`src/rtl/round_pkg.sv`:
```
// Shared types and constants for the dice round controller.
// Used by round_ctrl (optional tie re-roll via ROUND_TIE_REROLL_EN).
package round_pkg;

  typedef enum logic [2:0] {
    ST_WAIT  = 3'd0,
    ST_ROLL  = 3'd1,
    ST_DICE  = 3'd2,
    ST_SCORE = 3'd3,
    ST_HOLD  = 3'd4,
    ST_WIN   = 3'd5
  } state_e;

  localparam logic [1:0] WIN_NONE = 2'b00;
  localparam logic [1:0] WIN_P1   = 2'b01;
  localparam logic [1:0] WIN_P2   = 2'b10;

  localparam int unsigned HOLD_CYCLES_DEF = 32'd3000000;
  localparam int unsigned WIN_CYCLES_DEF  = 32'd5000000;
  localparam int unsigned WIN_MARGIN_DEF  = 32'd2;

  localparam logic [3:0] SCORE_MAX = 4'd15;

  function automatic logic [3:0] abs_diff4(input logic [3:0] a, input logic [3:0] b);
    return (a >= b) ? (a - b) : (b - a);
  endfunction

  function automatic logic die_ok(input logic [3:0] d);
    return (d >= 4'd1) && (d <= 4'd6);
  endfunction

  function automatic logic [3:0] sat_inc(input logic [3:0] s);
    return (s == SCORE_MAX) ? s : (s + 4'd1);
  endfunction

endpackage

```
`src/rtl/round_ctrl_edge_fall_det.sv`:
```
// Falling-edge detector for one button: one-cycle pulse when the level drops.
// History register updates every cycle, independent of controller state.
module edge_fall_det (
  input  logic clk_i,
  input  logic rst_i,
  input  logic level_i,
  output logic fall_o
);

  logic prev_q;

  always_ff @(posedge clk_i) begin
    if (rst_i) begin
      prev_q <= 1'b0;
    end else begin
      prev_q <= level_i;
    end
  end

  assign fall_o = prev_q & ~level_i;

endmodule

```
`src/rtl/round_ctrl.sv`:
```
// Two-player dice round controller: press gating, roll request, scoring, hold/win timing.
// Define ROUND_TIE_REROLL_EN to re-roll immediately on a tie instead of holding.
//
// state    | meaning
// ---------+---------------------------------------------------------------
// ST_WAIT  | collect one fresh press from each player
// ST_ROLL  | one-cycle roll request to both dice generators
// ST_DICE  | wait for dice_vld, latch dice, reject out-of-range values
// ST_SCORE | award the round to the larger die (saturating)
// ST_HOLD  | freeze display for HOLD_CYCLES, then check for game end
// ST_WIN   | show winner for WIN_CYCLES, pulse finish, then clear game
module round_ctrl
  import round_pkg::*;
#(
  parameter int unsigned HOLD_CYCLES = HOLD_CYCLES_DEF,
  parameter int unsigned WIN_CYCLES  = WIN_CYCLES_DEF,
  parameter int unsigned WIN_MARGIN  = WIN_MARGIN_DEF
) (
  input  logic       clk,
  input  logic       rst,
  input  logic       start1,
  input  logic       start2,
  output logic       roll,
  input  logic       dice_vld,
  input  logic [3:0] dice1,
  input  logic [3:0] dice2,
  output logic [3:0] score1,
  output logic [3:0] score2,
  output logic [1:0] winner,
  output logic       hold,
  output logic       finish
);

  localparam logic [31:0] HOLD_LAST = 32'(HOLD_CYCLES - 1);
  localparam logic [31:0] WIN_LAST  = 32'(WIN_CYCLES - 1);

  state_e      state_q, state_d;
  logic        p1_q, p1_d, p2_q, p2_d;
  logic [3:0]  d1_q, d1_d, d2_q, d2_d;
  logic [3:0]  score1_q, score1_d, score2_q, score2_d;
  logic [1:0]  winner_q, winner_d;
  logic [31:0] cnt_q, cnt_d;
  logic        roll_q, roll_d, hold_q, hold_d, finish_q, finish_d;
  logic        fall1, fall2;

  edge_fall_det u_fall1 (.clk_i(clk), .rst_i(rst), .level_i(start1), .fall_o(fall1));
  edge_fall_det u_fall2 (.clk_i(clk), .rst_i(rst), .level_i(start2), .fall_o(fall2));

  always_ff @(posedge clk) begin
    if (rst) begin
      state_q  <= ST_WAIT;
      p1_q     <= 1'b0;
      p2_q     <= 1'b0;
      d1_q     <= 4'd0;
      d2_q     <= 4'd0;
      score1_q <= 4'd0;
      score2_q <= 4'd0;
      winner_q <= WIN_NONE;
      cnt_q    <= 32'd0;
      roll_q   <= 1'b0;
      hold_q   <= 1'b0;
      finish_q <= 1'b0;
    end else begin
      state_q  <= state_d;
      p1_q     <= p1_d;
      p2_q     <= p2_d;
      d1_q     <= d1_d;
      d2_q     <= d2_d;
      score1_q <= score1_d;
      score2_q <= score2_d;
      winner_q <= winner_d;
      cnt_q    <= cnt_d;
      roll_q   <= roll_d;
      hold_q   <= hold_d;
      finish_q <= finish_d;
    end
  end

  always_comb begin
    state_d  = state_q;
    p1_d     = p1_q;
    p2_d     = p2_q;
    d1_d     = d1_q;
    d2_d     = d2_q;
    score1_d = score1_q;
    score2_d = score2_q;
    winner_d = winner_q;
    cnt_d    = cnt_q;

    unique case (state_q)
      ST_WAIT: begin
        if (p1_q && p2_q) begin
          state_d = ST_ROLL;
          p1_d    = 1'b0;
          p2_d    = 1'b0;
        end else begin
          p1_d = p1_q | fall1;
          p2_d = p2_q | fall2;
        end
      end
      ST_ROLL: state_d = ST_DICE;
      ST_DICE: begin
        if (dice_vld) begin
          d1_d    = dice1;
          d2_d    = dice2;
          state_d = (die_ok(dice1) && die_ok(dice2)) ? ST_SCORE : ST_WAIT;
        end
      end
      ST_SCORE: begin
        cnt_d   = 32'd0;
        state_d = ST_HOLD;
        if (d1_q > d2_q) begin
          score1_d = sat_inc(score1_q);
        end else if (d2_q > d1_q) begin
          score2_d = sat_inc(score2_q);
        end else begin
`ifdef ROUND_TIE_REROLL_EN
          state_d = ST_ROLL;
`else
          state_d = ST_HOLD;
`endif
        end
      end
      ST_HOLD: begin
        if (cnt_q == HOLD_LAST) begin
          cnt_d = 32'd0;
          if ({28'd0, abs_diff4(score1_q, score2_q)} >= WIN_MARGIN) begin
            state_d  = ST_WIN;
            winner_d = (score1_q > score2_q) ? WIN_P1 : WIN_P2;
          end else begin
            state_d = ST_WAIT;
          end
        end else begin
          cnt_d = cnt_q + 32'd1;
        end
      end
      ST_WIN: begin
        if (cnt_q == WIN_LAST) begin
          state_d  = ST_WAIT;
          cnt_d    = 32'd0;
          score1_d = 4'd0;
          score2_d = 4'd0;
          winner_d = WIN_NONE;
        end else begin
          cnt_d = cnt_q + 32'd1;
        end
      end
      default: state_d = ST_WAIT;
    endcase

    // Outputs are registered from the next state so they align with it.
    roll_d   = (state_d == ST_ROLL);
    hold_d   = (state_d == ST_HOLD) || (state_d == ST_WIN);
    finish_d = (state_d == ST_WIN) && (cnt_d == WIN_LAST);
  end

  assign roll   = roll_q;
  assign hold   = hold_q;
  assign finish = finish_q;
  assign score1 = score1_q;
  assign score2 = score2_q;
  assign winner = winner_q;

endmodule

```
`config.mk`:
```
export PLATFORM = sky130hd
export DESIGN_NAME = round_ctrl
export DESIGN_NICKNAME = d
export VERILOG_FILES = /design/src/rtl/round_pkg.sv /design/src/rtl/round_ctrl_edge_fall_det.sv /design/src/rtl/round_ctrl.sv
export SDC_FILE = /design/constraint.sdc
export NUM_CORES = 1
export LEC_CHECK = 0
export ABC_AREA = 0
export CAP_MARGIN = 20
export CORE_UTILIZATION = 30
export CTS_CLUSTER_DIAMETER = 50
export DETAILED_ROUTE_END_ITERATION = 8
export HOLD_SLACK_MARGIN = 0.05
export SLEW_MARGIN = 30
export SYNTH_ARGS = -nofsm -noshare
export SYNTH_HDL_FRONTEND = slang
export SYNTH_HIERARCHICAL = 1
export SYNTH_SLANG_ARGS = --single-unit
```
`constraint.sdc`:
```
create_clock -name clk -period 2.8 [get_ports clk]
set_clock_uncertainty 0.15 [all_clocks]
set_input_delay 0.56 -clock clk [delete_from_list [all_inputs] [get_ports clk]]
set_output_delay 0.56 -clock clk [all_outputs]
set_load 0.005 [all_outputs]
```
==> results of run 1 <==
[flip-flops by register name, summed over array words and instances (netlist names)]
register        flops
u_fall2/prev_q      1
roll                1
p2_q                1
state_q             3
score1              4
p1_q                1
d2_q                4
u_fall1/prev_q      1
d1_q                4
finish              1
score2              4
cnt_q              32
hold                1
winner              2
[tightest hold or removal path, stage by stage (launching register included)]
cell	delay [ns]
dfxtp_1	0.31
nand2_1	0.05
a21oi_1	0.05
[worst max path at each step]
| stage | from | end |
|---|---|---|
| after floorplan | score1[0]$_SDFFE_PP0P_ | finish$_SDFF_PP0_ |
| after global placement | dice1[1] | finish$_SDFF_PP0_ |
| after detailed placement | dice1[1] | finish$_SDFF_PP0_ |
| after CTS | score1[0]$_SDFFE_PP0P_ | finish$_SDFF_PP0_ |
| after global routing | cnt_q[15]$_SDFF_PP0_ | finish$_SDFF_PP0_ |
| final | cnt_q[15]$_SDFF_PP0_ | finish$_SDFF_PP0_ |
[metrics by stage]
step           hold slack, ns  std cells  instance area, µm²
2_1_floorplan          0.2863        443                3568
3_3_place_gp           0.2952        648                4322
3_5_place_dp           0.3042        648                4322
4_1_cts                0.3118        664                4673
5_1_grt                0.3354        664                4768
6_report               0.3089        664                4768
[synthesized netlist by cell type, drive strengths merged (3+ instances only)]
cell and number:
a21o 6, a21oi 25, a31oi 5, and3 8
and4 3, buf 15, clkbuf 7, dfxtp 60
ha 14, inv 21, mux2i 3, nand2 42
nand2b 4, nand3 22, nand3b 6, nand4 15
nor2 55, nor2b 11, nor3 16, nor4 12
o211ai 4, o21ai 6, or2 5, or3 5
or4 4, xnor2 25, xor2 15
[what timing repair did]
action                                 CTS  global route
pin swaps                                2             6
endpoints found under the hold margin    0             0
resized for setup                        0            21
setup endpoints to repair                1             6
[final cells by class]
class	instances	area, µm²	share of cell area
Clock inverter	4	95.09	0.01994
Timing Repair Buffer	84	705.7	0.1480
Clock buffer	12	256.5	0.05379
Inverter	21	78.83	0.01653
Sequential cell	60	1205	0.2527
Tap cell	143	178.9	0.03752
Multi-Input combinational cell	340	2248	0.4715
[kinds of logic (layout without fill, tap and decap cells)]
family | count (synthesis) | in the layout
buf+inv | 43 | 121
xor+xnor | 40 | 40
compound gates | 62 | 62
flops | 60 | 60
simple gates | 219 | 219
fa+ha+maj | 16 | 16
mux | 3 | 3
[where the power goes]
part           switching (mW)  leakage (nW)  internal, mW
Combinational          0.0269          1.11        0.0307
Clock                   0.394         0.173         0.916
Sequential            0.00197         0.485         0.858
Total                   0.423          1.77          1.81
[layer usage]
| metal | part of all wire | wire length [µm] | up-vias | GRT usage |
|---|---|---|---|---|
| met2 | 0.49 | 4669 | 69 | 0.2709 |
| li1 | - | - | 1699 | - |
| met1 | 0.46 | 4317 | 1550 | 0.2024 |
| met3 | 0.042 | 395 | 8 | 0.03718 |
| met4 | 0.0096 | 91 | 0 | 0.05135 |
| met5 | 0 | 0 | - | 0 |
==> results_dict.tcl, run 1 <==
set metrics [dict create \
    vias_per_cell 5.009 \
    slew_headroom 0.6237 \
    netlist_area_um2 3568 \
    crit_path_top_delay_cell "or4_4" \
    cp_cell_sequence "nand4_1 -> or4_4 -> nor4_4 -> xnor2_2 -> nand2_1 -> or4b_4 -> nor4_2" \
    crit_cells 7 \
    globalplace.congestion 0.8687 \
    hold_viol 0 \
    yosysTopAreaCell "dfxtp_1" \
    path_delay_family "simple AND/OR/NAND/NOR gates" \
    layout_setup_ws_ns 0.1432 \
    cts_tree "built" \
    status "finished with violations" \
    clk_pin_slew_ns 0.05 \
    fin_crit_ns 2.657 \
    tns_ns 0 \
    antenna_found_initial 0 \
    leakage_nw 1.773 \
    crit_required_ns 2.89 \
    synth.net_count 472 \
    r2r_cells 7 \
    grt_max_degree 33 \
    cts-root-buf "clkbuf_16" \
    drt_iter0_markers 226 \
    synth_ff_type "dfxtp_1" \
    start_util 0.3099 \
    postCtsSetupBuffers 0 \
    cap_violations 0 \
    die_w_um 111.1 \
    violations "design-rule violations" \
    hp-class "reg2reg" \
    cp_num_buf_inv 0 \
    worstSetupPathType "reg2reg" \
    tightest_slew_ns 0.5597 \
    htreeDepth 3 \
    irDropWorstVdd_v 0.0003047 \
    finalPower_mw 2.228 \
    fin_crit_sh 0.9488 \
    final_nets 545 \
    synth_top_family_by_area "simple AND/OR/NAND/NOR gates" \
    postRouteAntennaNets 0 \
    first_pass_iters 7 \
    synth.distinct_cells 61 \
    cts_hold_buf 0 \
    whs_path_depth 2 \
    die_y_um 111.1 \
    fill_cells 1128 \
    route.detailed.drc 8 \
    first_global_vias 3357 \
    ys_ff_latch 60 \
    synth-simple-area-share 0.3261 \
    cp.arrival_ns 2.75 \
    wl_um 9475 \
    yosys.area.top_type_share 0.3366 \
    synth_cells 443 \
    grt_pass1_wl_um 15840 \
    worst-path-max-fanout 5 \
    final_cell_mix "buf_4, dfxtp_1, nor2_1, nand2_1" \
    grt_usage 0.1607 \
    post-route-util 0.4141 \
    regToRegSetupSlack_ns 0.14 \
    worstHoldStart "d1_q[2]$_SDFFE_PP0P_" \
    vias 3326 \
    finalSetupViolations 0 \
    yosys-mux-area-fraction 0.008415 \
    synth_seq_area_share 0.3366 \
    r2r_end "finish$_SDFF_PP0_" \
    postSynthAreaPerCell_um2 8.055 \
    wl_per_cell_um 14.27 \
    powerDensity_nw_per_um2 467.3 \
    whs_endpoint "d1_q[2]$_SDFFE_PP0P_" \
    synth_edf_count 0 \
    synth_fa_ha_area_frac 0.06031 \
    drive_gt1_frac 0.2054 \
    mostFrequentLayoutCell "buf_4" \
    post-dp-hpwl_um 7069 \
    grt.overflow.total 0 \
    rows 39 \
    syn_to_final_growth_pct 33.63 \
    slew_viol_final 0 \
    die_area_um2 12340 \
    io_buffers 25 \
    async_flop_share 0 \
    synth_compound_area_frac 0.1115 \
    cts_buffer_depth 2 \
    r2r_start "cnt_q[15]$_SDFF_PP0_" \
    yosys_warnings 6 \
    insertion_delay_ns 0.33 \
    synthXorXnorAreaFrac 0.09818 \
    crit_path_start_kind "flop" \
    dp_worst_setup_slack_ns -0.1911 \
    clock_sinks 60 \
    cts_made_buffers 9 \
    fmax_mhz 376.4 \
    core-area_um2 11520 \
    slowest_delay_ns 0.64 \
    endpoint_kind "flop" \
    synth.area.top_cells "dfxtp_1, xnor2_1, nor2_1, ha_1, nand2_1" \
    io_pins 26 \
    antenna_cells 0 \
]
No activity file was read; power rests on OpenSTA's default activity.
==> inputs of run 2 (changes only) <==
- GPL_TIMING_DRIVEN: default -> 0
==> results_dict.tcl, run 2 (synthesized netlist as in run 1, its figures left out) <==
set metrics [dict create \
    crit_required_ns 2.86 \
    grt.met2_usage 0.2621 \
    tightest_slew_ns 0.6470 \
    first_pass_iters 6 \
    crit_path_start_kind "flop" \
    fmax_mhz 355.4 \
    clk_pin_slew_ns 0.05 \
    endpoint_kind "flop" \
    vias 3293 \
    antenna_found_initial 0 \
    layout_setup_ws_ns -0.01364 \
    regToRegSetupSlack_ns -0.01 \
    regArea_um2 1216 \
    start_util 0.3099 \
    power.switching_mw 0.4051 \
    grt.overflow.total 0 \
    clock_sinks 60 \
    fin_crit_ns 2.814 \
    rsz0062_at_grt "true" \
    cts_made_buffers 9 \
    whs_path_depth 2 \
    io_pins 26 \
    final_cell_mix "nor2_1, dfxtp_1, nand2_1, xnor2_1, clkdlybuf4s50_1" \
    postRouteAntennaNets 0 \
    worstSetupPathType "reg2reg" \
    grt_usage 0.1540 \
    wl_um 9169 \
    hold_viol 0 \
    route.detailed.drc 8 \
    slowest_delay_ns 0.37 \
    status "finished with violations" \
    fin_crit_sh 1.005 \
    cts_hold_buf 0 \
    io_buffers 25 \
    power_frac_seq 0.446 \
    gr-usage-met1 0.1818 \
    antenna_cells 0 \
    globalplace.congestion 0.8740 \
    slew_headroom 0.5650 \
    hp-class "reg2reg" \
    r2r_cells 11 \
    wl_per_cell_um 14.42 \
    worst-path-max-fanout 2 \
    post-route-util 0.3937 \
    grt_util_met3 0.04319 \
    core-area_um2 11520 \
    cts-root-buf "clkbuf_16" \
    whs_endpoint "d2_q[3]$_SDFFE_PP0P_" \
    cts_tree "built" \
    cap_violations 0 \
    worstHoldStart "d2_q[3]$_SDFFE_PP0P_" \
    r2r_end "roll$_SDFF_PP0_" \
    die_y_um 111.1 \
    die_area_um2 12340 \
    largest_reg_flops 32 \
    violations "design-rule violations, negative setup slack" \
    cts_buffer_depth 2 \
    tns_ns -0.01364 \
    drt_iter0_markers 255 \
    htreeDepth 3 \
    drive_gt1_frac 0.1744 \
    r2r_start "score1[0]$_SDFFE_PP0P_" \
    switching_share 0.2105 \
    post-dp-hpwl_um 6439 \
    irDropWorstVdd_v 0.0004351 \
    top_register "cnt_q" \
    pwr-share-comb 0.027 \
    power.internal_mw 1.520 \
    leakage_nw 1.566 \
    vias_per_cell 5.178 \
    clkPwrFrac 0.527 \
    grt_max_degree 11 \
    top_usage_layer "met2" \
    die_w_um 111.1 \
    multi_input_area_um2 2298 \
    cp.arrival_ns 2.87 \
    rows 39 \
    slew_viol_final 0 \
    grt_pass1_wl_um 15060 \
    finalSetupViolations 1 \
    fill_cells 1164 \
    syn_to_final_growth_pct 27.07 \
    first_global_vias 3183 \
    crit_path_top_delay_cell "or3_4" \
    final_nets 518 \
    powerDensity_nw_per_um2 424.5 \
    insertion_delay_ns 0.34 \
    cp_cell_sequence "inv_4 -> ha_4 -> inv_2 -> fa_2 -> a21o_1 -> a211o_1 -> or3_4 -> o211ai_1 -> or2_1 -> a311o_1 -> nor2_1" \
]
-- run 2: area by class of cell --
| class | count | area share |
|---|---|---|
| multi-input combinational | 340 | 0.5069 |
| sequential | 60 | 0.2682 |
| timing repair buffer | 39 | 0.07837 |
| clock buffer | 13 | 0.05740 |
| tap | 143 | 0.03946 |
| buffer | 18 | 0.02953 |
| inverter | 21 | 0.01794 |
| clock inverter | 2 | 0.002208 |
-- run 2: worst max-delay path: cells and delay by family, from the launching register on --
| kind | cells | cell delay [ns] |
|---|---|---|
| simple gates | 3 | 0.63 |
| fa+ha+maj | 2 | 0.49 |
| flops | 1 | 0.35 |
| compound gates | 4 | 0.97 |
| buf+inv | 2 | 0.11 |
-- run 2: metrics by stage --
stage,std cells,cell area (µm²),worst slack [ns],power [mW],hold slack [ns]
after floorplan,443,3568,0.03213,0.9000,0.2863
after global placement,611,3998,-0.4116,0.9295,0.2961
after detailed placement,611,3998,-0.4407,0.9304,0.3038
after CTS,635,4471,0.003717,1.948,0.3115
after global routing,636,4534,-0.1250,1.987,0.3309
final,636,4534,-0.01364,1.925,0.3057
-- run 2: per-layer routing --
metal | part of all wire | wire [µm]
met1 | 0.46 | 4236
met2 | 0.47 | 4354
met3 | 0.043 | 393
met4 | 0.020 | 184
met5 | 0 | 0
-- run 2: worst max-delay path by stage --
stage / from / to / slack [ns]
floorplan: score1[0]$_SDFFE_PP0P_ / finish$_SDFF_PP0_ / 0.03
global placement: dice1[2] / finish$_SDFF_PP0_ / -0.41
detailed placement: dice1[2] / finish$_SDFF_PP0_ / -0.44
CTS: state_q[1]$_SDFF_PP0_ / finish$_SDFF_PP0_ / 0.004
global route: cnt_q[4]$_SDFF_PP0_ / finish$_SDFF_PP0_ / -0.13
finish: score1[0]$_SDFFE_PP0P_ / roll$_SDFF_PP0_ / -0.01
-- run 2: power by group through the flow --
stage	clock network [mW]	registers (mW)	logic, mW
4_1_cts	1.04	0.858	0.0530
2_1_floorplan	0	0.877	0.0226
6_report	1.01	0.858	0.0527
3_3_place_gp	0	0.878	0.0518
3_5_place_dp	0	0.878	0.0527
5_1_grt	1.07	0.857	0.0577
-- run 2: repair_timing --
item                                    in CTS  in global routing
setup buffers                               11                  3
pin swaps                                   17                  4
gates cloned                                 0                  0
resized for setup                           34                 14
endpoints found under the setup margin       6                 34
==> inputs of run 3 (changes only) <==
- GPL_TIMING_DRIVEN: 0 -> default
- SLEW_MARGIN: 30 -> 20
==> results of run 3 <==
No change in the layout: final DEF, timing and power equal those of run 1.
